==> config.mk <==
export PLATFORM = sky130hd
export DESIGN_NAME = phy_reg_free_list
export DESIGN_NICKNAME = d
export VERILOG_FILES = /design/src/rtl/phy_reg_free_list_pkg.sv /design/src/rtl/phy_reg_free_list_circ_ptr_inc.sv /design/src/rtl/phy_reg_free_list.sv
export SDC_FILE = /design/constraint.sdc
export NUM_CORES = 1
export LEC_CHECK = 0
export ABC_CLOCK_PERIOD_IN_PS = 3800
export CAP_MARGIN = 20
export CELL_PAD_IN_SITES_DETAIL_PLACEMENT = 0
export CELL_PAD_IN_SITES_GLOBAL_PLACEMENT = 1
export CORE_MARGIN = 1
export CORE_UTILIZATION = 50
export CTS_BUF_LIST = sky130_fd_sc_hd__clkbuf_4
export CTS_CLUSTER_DIAMETER = 50
export DETAILED_ROUTE_END_ITERATION = 8
export PLACE_DENSITY_LB_ADDON = 0.08
export SETUP_SLACK_MARGIN = 0.2
export SYNTH_ARGS = -nofsm -noshare
export SYNTH_HDL_FRONTEND = slang
export SYNTH_SLANG_ARGS = --single-unit
==> constraint.sdc <==
create_clock -name clk -period 3.8 [get_ports clk]
set_input_delay 0.57 -clock clk [delete_from_list [all_inputs] [get_ports clk]]
set_output_delay 0.57 -clock clk [all_outputs]
set_load 0.02 [all_outputs]
==> src/rtl/phy_reg_free_list_pkg.sv <==
// Shared core definitions for the physical register free list.
// The physical register number width remains a shared define; the
// architectural register count and free-list depth derivation live here.
`ifndef PHYSICAL_REG_NUM_WIDTH
`define PHYSICAL_REG_NUM_WIDTH 7
`endif

package phy_reg_free_list_pkg;

  localparam int PHYSICAL_REG_NUM_WIDTH = `PHYSICAL_REG_NUM_WIDTH;
  localparam int CORE_PHY_REG_NUM       = 2 ** PHYSICAL_REG_NUM_WIDTH;
  localparam int CORE_ARCH_REG_NUM      = 32;

  // Registers not bound to an architectural register at reset are free.
  function automatic int free_list_depth(input int phy_reg_num, input int arch_reg_num);
    return phy_reg_num - arch_reg_num;
  endfunction

  // Pointer width able to address DEPTH entries (at least one bit).
  function automatic int ptr_width(input int depth);
    return (depth > 1) ? $clog2(depth) : 1;
  endfunction

endpackage

==> src/rtl/phy_reg_free_list_circ_ptr_inc.sv <==
// Modulo-DEPTH pointer increment; DEPTH need not be a power of two.
module phy_reg_free_list_circ_ptr_inc #(
  parameter int DEPTH = 2,
  parameter int PTR_W = 1
) (
  input  logic [PTR_W-1:0] ptr,
  input  logic             en,
  output logic [PTR_W-1:0] ptr_nxt
);

  // Advance by one when enabled, wrapping from DEPTH-1 back to 0.
  always_comb begin
    ptr_nxt = ptr;
    if (en) begin
      if (ptr == PTR_W'(DEPTH - 1)) begin
        ptr_nxt = '0;
      end else begin
        ptr_nxt = ptr + PTR_W'(1);
      end
    end
  end

endmodule

==> src/rtl/phy_reg_free_list.sv <==
// Physical register free list: a circular FIFO of free register numbers.
// Decode pulls destination registers from the head; commit returns
// registers at the tail.
//
// Handshake: the allocation port is valid/ready style. alloc_ready is high
// whenever the registered count is non-zero and alloc_phy_reg is then the
// head entry in the same cycle. A grant happens only on a cycle where
// alloc_req and alloc_ready are both high; otherwise the requester holds
// alloc_req and retries. A same-cycle free never bypasses to an empty list.
// free_valid is a one-cycle push with no back-pressure: a push of register 0
// is ignored, and a push into a full list without a same-cycle grant is
// dropped and latches err_overflow.
module phy_reg_free_list
  import phy_reg_free_list_pkg::*;
#(
  parameter int PHY_REG_NUM  = 2 ** `PHYSICAL_REG_NUM_WIDTH,
  parameter int ARCH_REG_NUM = CORE_ARCH_REG_NUM
) (
  input  logic                                               clk,
  input  logic                                               reset,
  input  logic                                               alloc_req,
  output logic                                               alloc_ready,
  output logic [`PHYSICAL_REG_NUM_WIDTH-1:0]                 alloc_phy_reg,
  input  logic                                               free_valid,
  input  logic [`PHYSICAL_REG_NUM_WIDTH-1:0]                 free_phy_reg,
  output logic [$clog2(PHY_REG_NUM-ARCH_REG_NUM+1)-1:0]      free_count,
  output logic                                               err_overflow
);

  localparam int DEPTH  = free_list_depth(PHY_REG_NUM, ARCH_REG_NUM);
  localparam int PREG_W = `PHYSICAL_REG_NUM_WIDTH;
  localparam int PTR_W  = ptr_width(DEPTH);
  localparam int CNT_W  = $clog2(DEPTH + 1);

  logic [PREG_W-1:0] entries [DEPTH];
  logic [PTR_W-1:0]  head;
  logic [PTR_W-1:0]  tail;
  logic [PTR_W-1:0]  head_nxt;
  logic [PTR_W-1:0]  tail_nxt;
  logic [CNT_W-1:0]  count;

  logic alloc_fire;
  logic free_nonzero;
  logic list_full;
  logic free_accept;
  logic overflow_hit;

  assign alloc_ready   = (count != '0);
  assign alloc_phy_reg = entries[head];
  assign free_count    = count;

  assign alloc_fire   = alloc_req & alloc_ready;
  // x0 stays permanently bound, so returning it is a no-op.
  assign free_nonzero = free_valid & (free_phy_reg != '0);
  assign list_full    = (count == CNT_W'(DEPTH));
  // When full, a same-cycle grant frees the slot the push lands in.
  assign free_accept  = free_nonzero & (~list_full | alloc_fire);
  assign overflow_hit = free_nonzero & list_full & ~alloc_fire;

  phy_reg_free_list_circ_ptr_inc #(
    .DEPTH (DEPTH),
    .PTR_W (PTR_W)
  ) u_head_inc (
    .ptr     (head),
    .en      (alloc_fire),
    .ptr_nxt (head_nxt)
  );

  phy_reg_free_list_circ_ptr_inc #(
    .DEPTH (DEPTH),
    .PTR_W (PTR_W)
  ) u_tail_inc (
    .ptr     (tail),
    .en      (free_accept),
    .ptr_nxt (tail_nxt)
  );

  // Storage: reset loads the unbound registers in order, otherwise push at tail.
  always_ff @(posedge clk) begin
    if (reset) begin
      for (int i = 0; i < DEPTH; i++) begin
        entries[i] <= PREG_W'(ARCH_REG_NUM + i);
      end
    end else if (free_accept) begin
      entries[tail] <= free_phy_reg;
    end
  end

  // Pointers, occupancy and sticky overflow flag.
  always_ff @(posedge clk) begin
    if (reset) begin
      head         <= '0;
      tail         <= '0;
      count        <= CNT_W'(DEPTH);
      err_overflow <= 1'b0;
    end else begin
      head <= head_nxt;
      tail <= tail_nxt;
      case ({alloc_fire, free_accept})
        2'b10:   count <= count - CNT_W'(1);
        2'b01:   count <= count + CNT_W'(1);
        default: count <= count;
      endcase
      if (overflow_hit) begin
        err_overflow <= 1'b1;
      end
    end
  end

endmodule

==> results_dict.tcl <==
set metrics [dict create \
    ys_async_sr_fraction 0 \
    synth_fp_nets 3116 \
    finalHoldViolations 0 \
    die-area_um2 82200 \
    rr_worst_depth 12 \
    setup_violations 7 \
    core_region_area_um2 80400 \
    p_sw_mw 5.49 \
    chipWidth_um 287 \
    maxCapViolCount 0 \
    ys_ff_latch 925 \
    insertion_delay_ps 1110 \
    cp-endpoint "alloc_phy_reg[2]" \
    cp-end-kind "primary output" \
    routedWlPerCell_um 28.0 \
    final_cells 4690 \
    startpoint_type "register" \
    clk_pin_slew_ps 70 \
    cellPowerDensity_nw_per_um2 447 \
    slew_viol_final 0 \
    io_pins 27 \
    cts_buffer_depth 3 \
    nNetsFinal 3470 \
    synth_cells 3096 \
    setup_slack_ps -330 \
    first_iter_violations 3244 \
    power_frac_clock 0.383 \
    syn_area_um2 40500 \
    max_stage_delay_ps 580 \
    ys_types 50 \
    slowest_stage "or4_4" \
    critPathBufInv 4 \
    rsz0062_at_grt "yes" \
    gp_congestion 0.913 \
    violations "negative setup slack" \
    p_sw_frac 0.251 \
    arrival_ps 3560 \
    htree_num_levels 4 \
    viasPerCell 6.02 \
    tritoncts "done" \
    chipHeight_um 287 \
    ant_nets 0 \
    r2r_start "free_count[1]" \
    synth_edf_count 896 \
    path_cells "buf_16, buf_12, mux2i_1, a22oi_1, nand3_1, nor3_1, buf_4, or4_4, buf_6" \
    worst-path-stages 9 \
    crit_family "simple AND/OR/NAND/NOR gates" \
    dp_slack_ps -195 \
    p_int_mw 16.4 \
    placed_cells 4173 \
    drive_above_1_share 0.249 \
    grt_first_pass_wirelength_um 187000 \
    crit_type "register to primary output" \
    port_buffers 26 \
    min_path_type "input pin to register" \
    grt_max_degree 57 \
    power_leakage_nw 15.1 \
    rows 104 \
    clock_sinks 925 \
    path_max_fanout 15 \
    hpwlAfterDp_um 84200 \
    fill_cells 6391 \
    tightestPinTransition_ps 959 \
    overflow 0 \
    cts_made_buffers 232 \
    area_growth_pct 21.0 \
    max-vdd-ir-drop_uv 456 \
    start_util 0.504 \
    grt_use_total 0.319 \
    worstPathRequired_ps 3230 \
    drt-total-wl_um 131000 \
    grt_pass1_vias 27500 \
    ys.flop_type "edfxtp_1" \
    combinationalPowerShare 0.094 \
    fin_worst_skew_ps 73.2 \
    status "finished with violations" \
    cts.root.buffer_cell "clkbuf_4" \
    min_period_ps 4130 \
    tns_ps -2000 \
    antenna_found_initial 3 \
    ys_warn_count 0 \
    rr_endpoint "free_count[6]" \
    drc_errors 0 \
    r2r_slack_ps 390 \
    routed-via-count 28200 \
    avgSynthCellArea_um2 13.1 \
    ys_seq_area_frac 0.678 \
    first_pass_iters 6 \
    fin_util 0.610 \
    finalCritPeriodShare 1.09 \
    max_slew_margin 0.361 \
    seqPwrFrac 0.523 \
    fmax_mhz 242 \
]
-- per-stage QoR --
step | hold slack, ps | instance area [um^2] | power (mW)
floorplan | 481 | 40500 | 12.6
global placement | 533 | 43500 | 13.5
detailed placement | 525 | 43500 | 13.5
CTS | 16.7 | 48300 | 21.9
global route | 119 | 49000 | 22.6
finish | 134 | 49000 | 21.9
-- worst min path at each step --
| stage | startpoint | to | cells past startpoint |
|---|---|---|---|
| 2_1_floorplan | head[1] | register | 2 |
| 3_3_place_gp | head[6] | head[6] | 2 |
| 3_5_place_dp | err_overflow | err_overflow | 2 |
| 4_1_cts | free_phy_reg[1] | err_overflow | 6 |
| 5_1_grt | free_phy_reg[1] | err_overflow | 6 |
| 6_report | free_phy_reg[1] | err_overflow | 6 |
-- per-layer routing --
layer / GRT usage / wire length (um)
met1: 0.438 / 53400
met4: 0.121 / 3950
met2: 0.496 / 61200
met5: 0 / 0
met3: 0.0730 / 12600
-- worst register-to-register path, cell delays in order, from the launching register on --
cell and delay (ps):
dfxtp_1 370, or4_4 580, o41a_1 440, inv_2 120, ha_1 180, inv_1 80, buf_4 150, fa_1 390
a21o_1 190, a21oi_2 170, o21ai_0 130, and4_1 200, or3_1 300
-- synth_stat cells, types with 4 or more instances --
| cell | instances | share of area |
|---|---|---|
| edfxtp_1 | 896 | 0.66 |
| nand2_1 | 500 | 0.046 |
| mux2i_1 | 453 | 0.11 |
| nor2_1 | 429 | 0.040 |
| a22oi_1 | 196 | 0.036 |
| clkbuf_1 | 123 | 0.011 |
| a21o_1 | 99 | 0.018 |
| buf_2 | 64 | 0.0079 |
| buf_1 | 40 | 0.0037 |
| nor3_1 | 39 | 0.0048 |
| a21oi_1 | 38 | 0.0047 |
| nand3_1 | 38 | 0.0047 |
| nand4_1 | 32 | 0.0049 |
| dfxtp_1 | 29 | 0.014 |
| or4_1 | 10 | 0.0019 |
| ha_1 | 8 | 0.0025 |
| nand2b_1 | 8 | 0.0012 |
| xnor2_1 | 8 | 0.0017 |
| inv_1 | 7 | 0.00065 |
| nor4bb_1 | 6 | 0.0015 |
| and4b_1 | 5 | 0.0012 |
| buf_6 | 5 | 0.0014 |
| nor2b_1 | 5 | 0.00077 |
| nor4_1 | 5 | 0.00077 |
| a31oi_1 | 4 | 0.00062 |
| buf_4 | 4 | 0.00074 |
| nor4b_4 | 4 | 0.0023 |
-- flip-flops by register name (all words and copies together), names as in the netlist, named ones only --
| name | flops |
|---|---|
| free_count | 7 |
| err_overflow | 1 |
| head | 7 |
| entries | 896 |
| tail | 7 |
-- power by group through the flow --
stage | Sequential [mW] | Combinational (mW) | Clock (mW)
2_1_floorplan | 11.7 | 0.968 | 0
3_3_place_gp | 11.7 | 1.84 | 0
3_5_place_dp | 11.7 | 1.84 | 0
4_1_cts | 11.4 | 1.98 | 8.52
5_1_grt | 11.5 | 2.16 | 9.02
6_report | 11.5 | 2.06 | 8.40
-- layout make-up --
class | count | area (um^2) | area share
clock buffer | 352 | 2640 | 0.0539
timing repair buffer | 356 | 4080 | 0.0833
multi-input combinational | 1927 | 13100 | 0.267
inverter | 8 | 30.0 | 0.000612
antenna | 3 | 7.51 | 0.000153
clock inverter | 59 | 335 | 0.00684
sequential | 925 | 27500 | 0.561
tap | 1060 | 1330 | 0.0270
-- repair_timing --
action,CTS,global route
buffers inserted,45,37
endpoints found under the hold margin,34,0
hold buffers,4,0
pin swaps,37,21
endpoints found under the setup margin,8,8
resized for setup,241,72
cloned,15,2
-- logic make-up (layout without fill, tap and decap cells) --
family / after synthesis / count (layout) / synth area share
compound gates: 345 / 345 / 0.0619
xor+xnor: 11 / 11 / 0.00238
fa+ha+maj: 9 / 9 / 0.00296
buf+inv: 244 / 775 / 0.0259
flops: 925 / 925 / 0.678
mux: 453 / 453 / 0.112
other cells: 0 / 3 / 0
simple gates: 1109 / 1109 / 0.117
-- cells in the final DEF, fill, tap and decap left out, types with 19 or more instances in the layout --
cell type / instances
edfxtp_1: 896
a21o_1: 99
a21oi_1: 36
mux2i_2: 51
buf_16: 23
clkinv_1: 38
clkbuf_4: 352
buf_4: 222
buf_6: 21
a22oi_2: 29
a22oi_1: 167
buf_12: 54
nand2_1: 499
mux2i_1: 370
dfxtp_1: 24
nand3_1: 26
nand4_1: 32
nor3_1: 19
mux2i_4: 32
nor2_1: 429
Note: power is estimated with default switching activity, not from simulation.
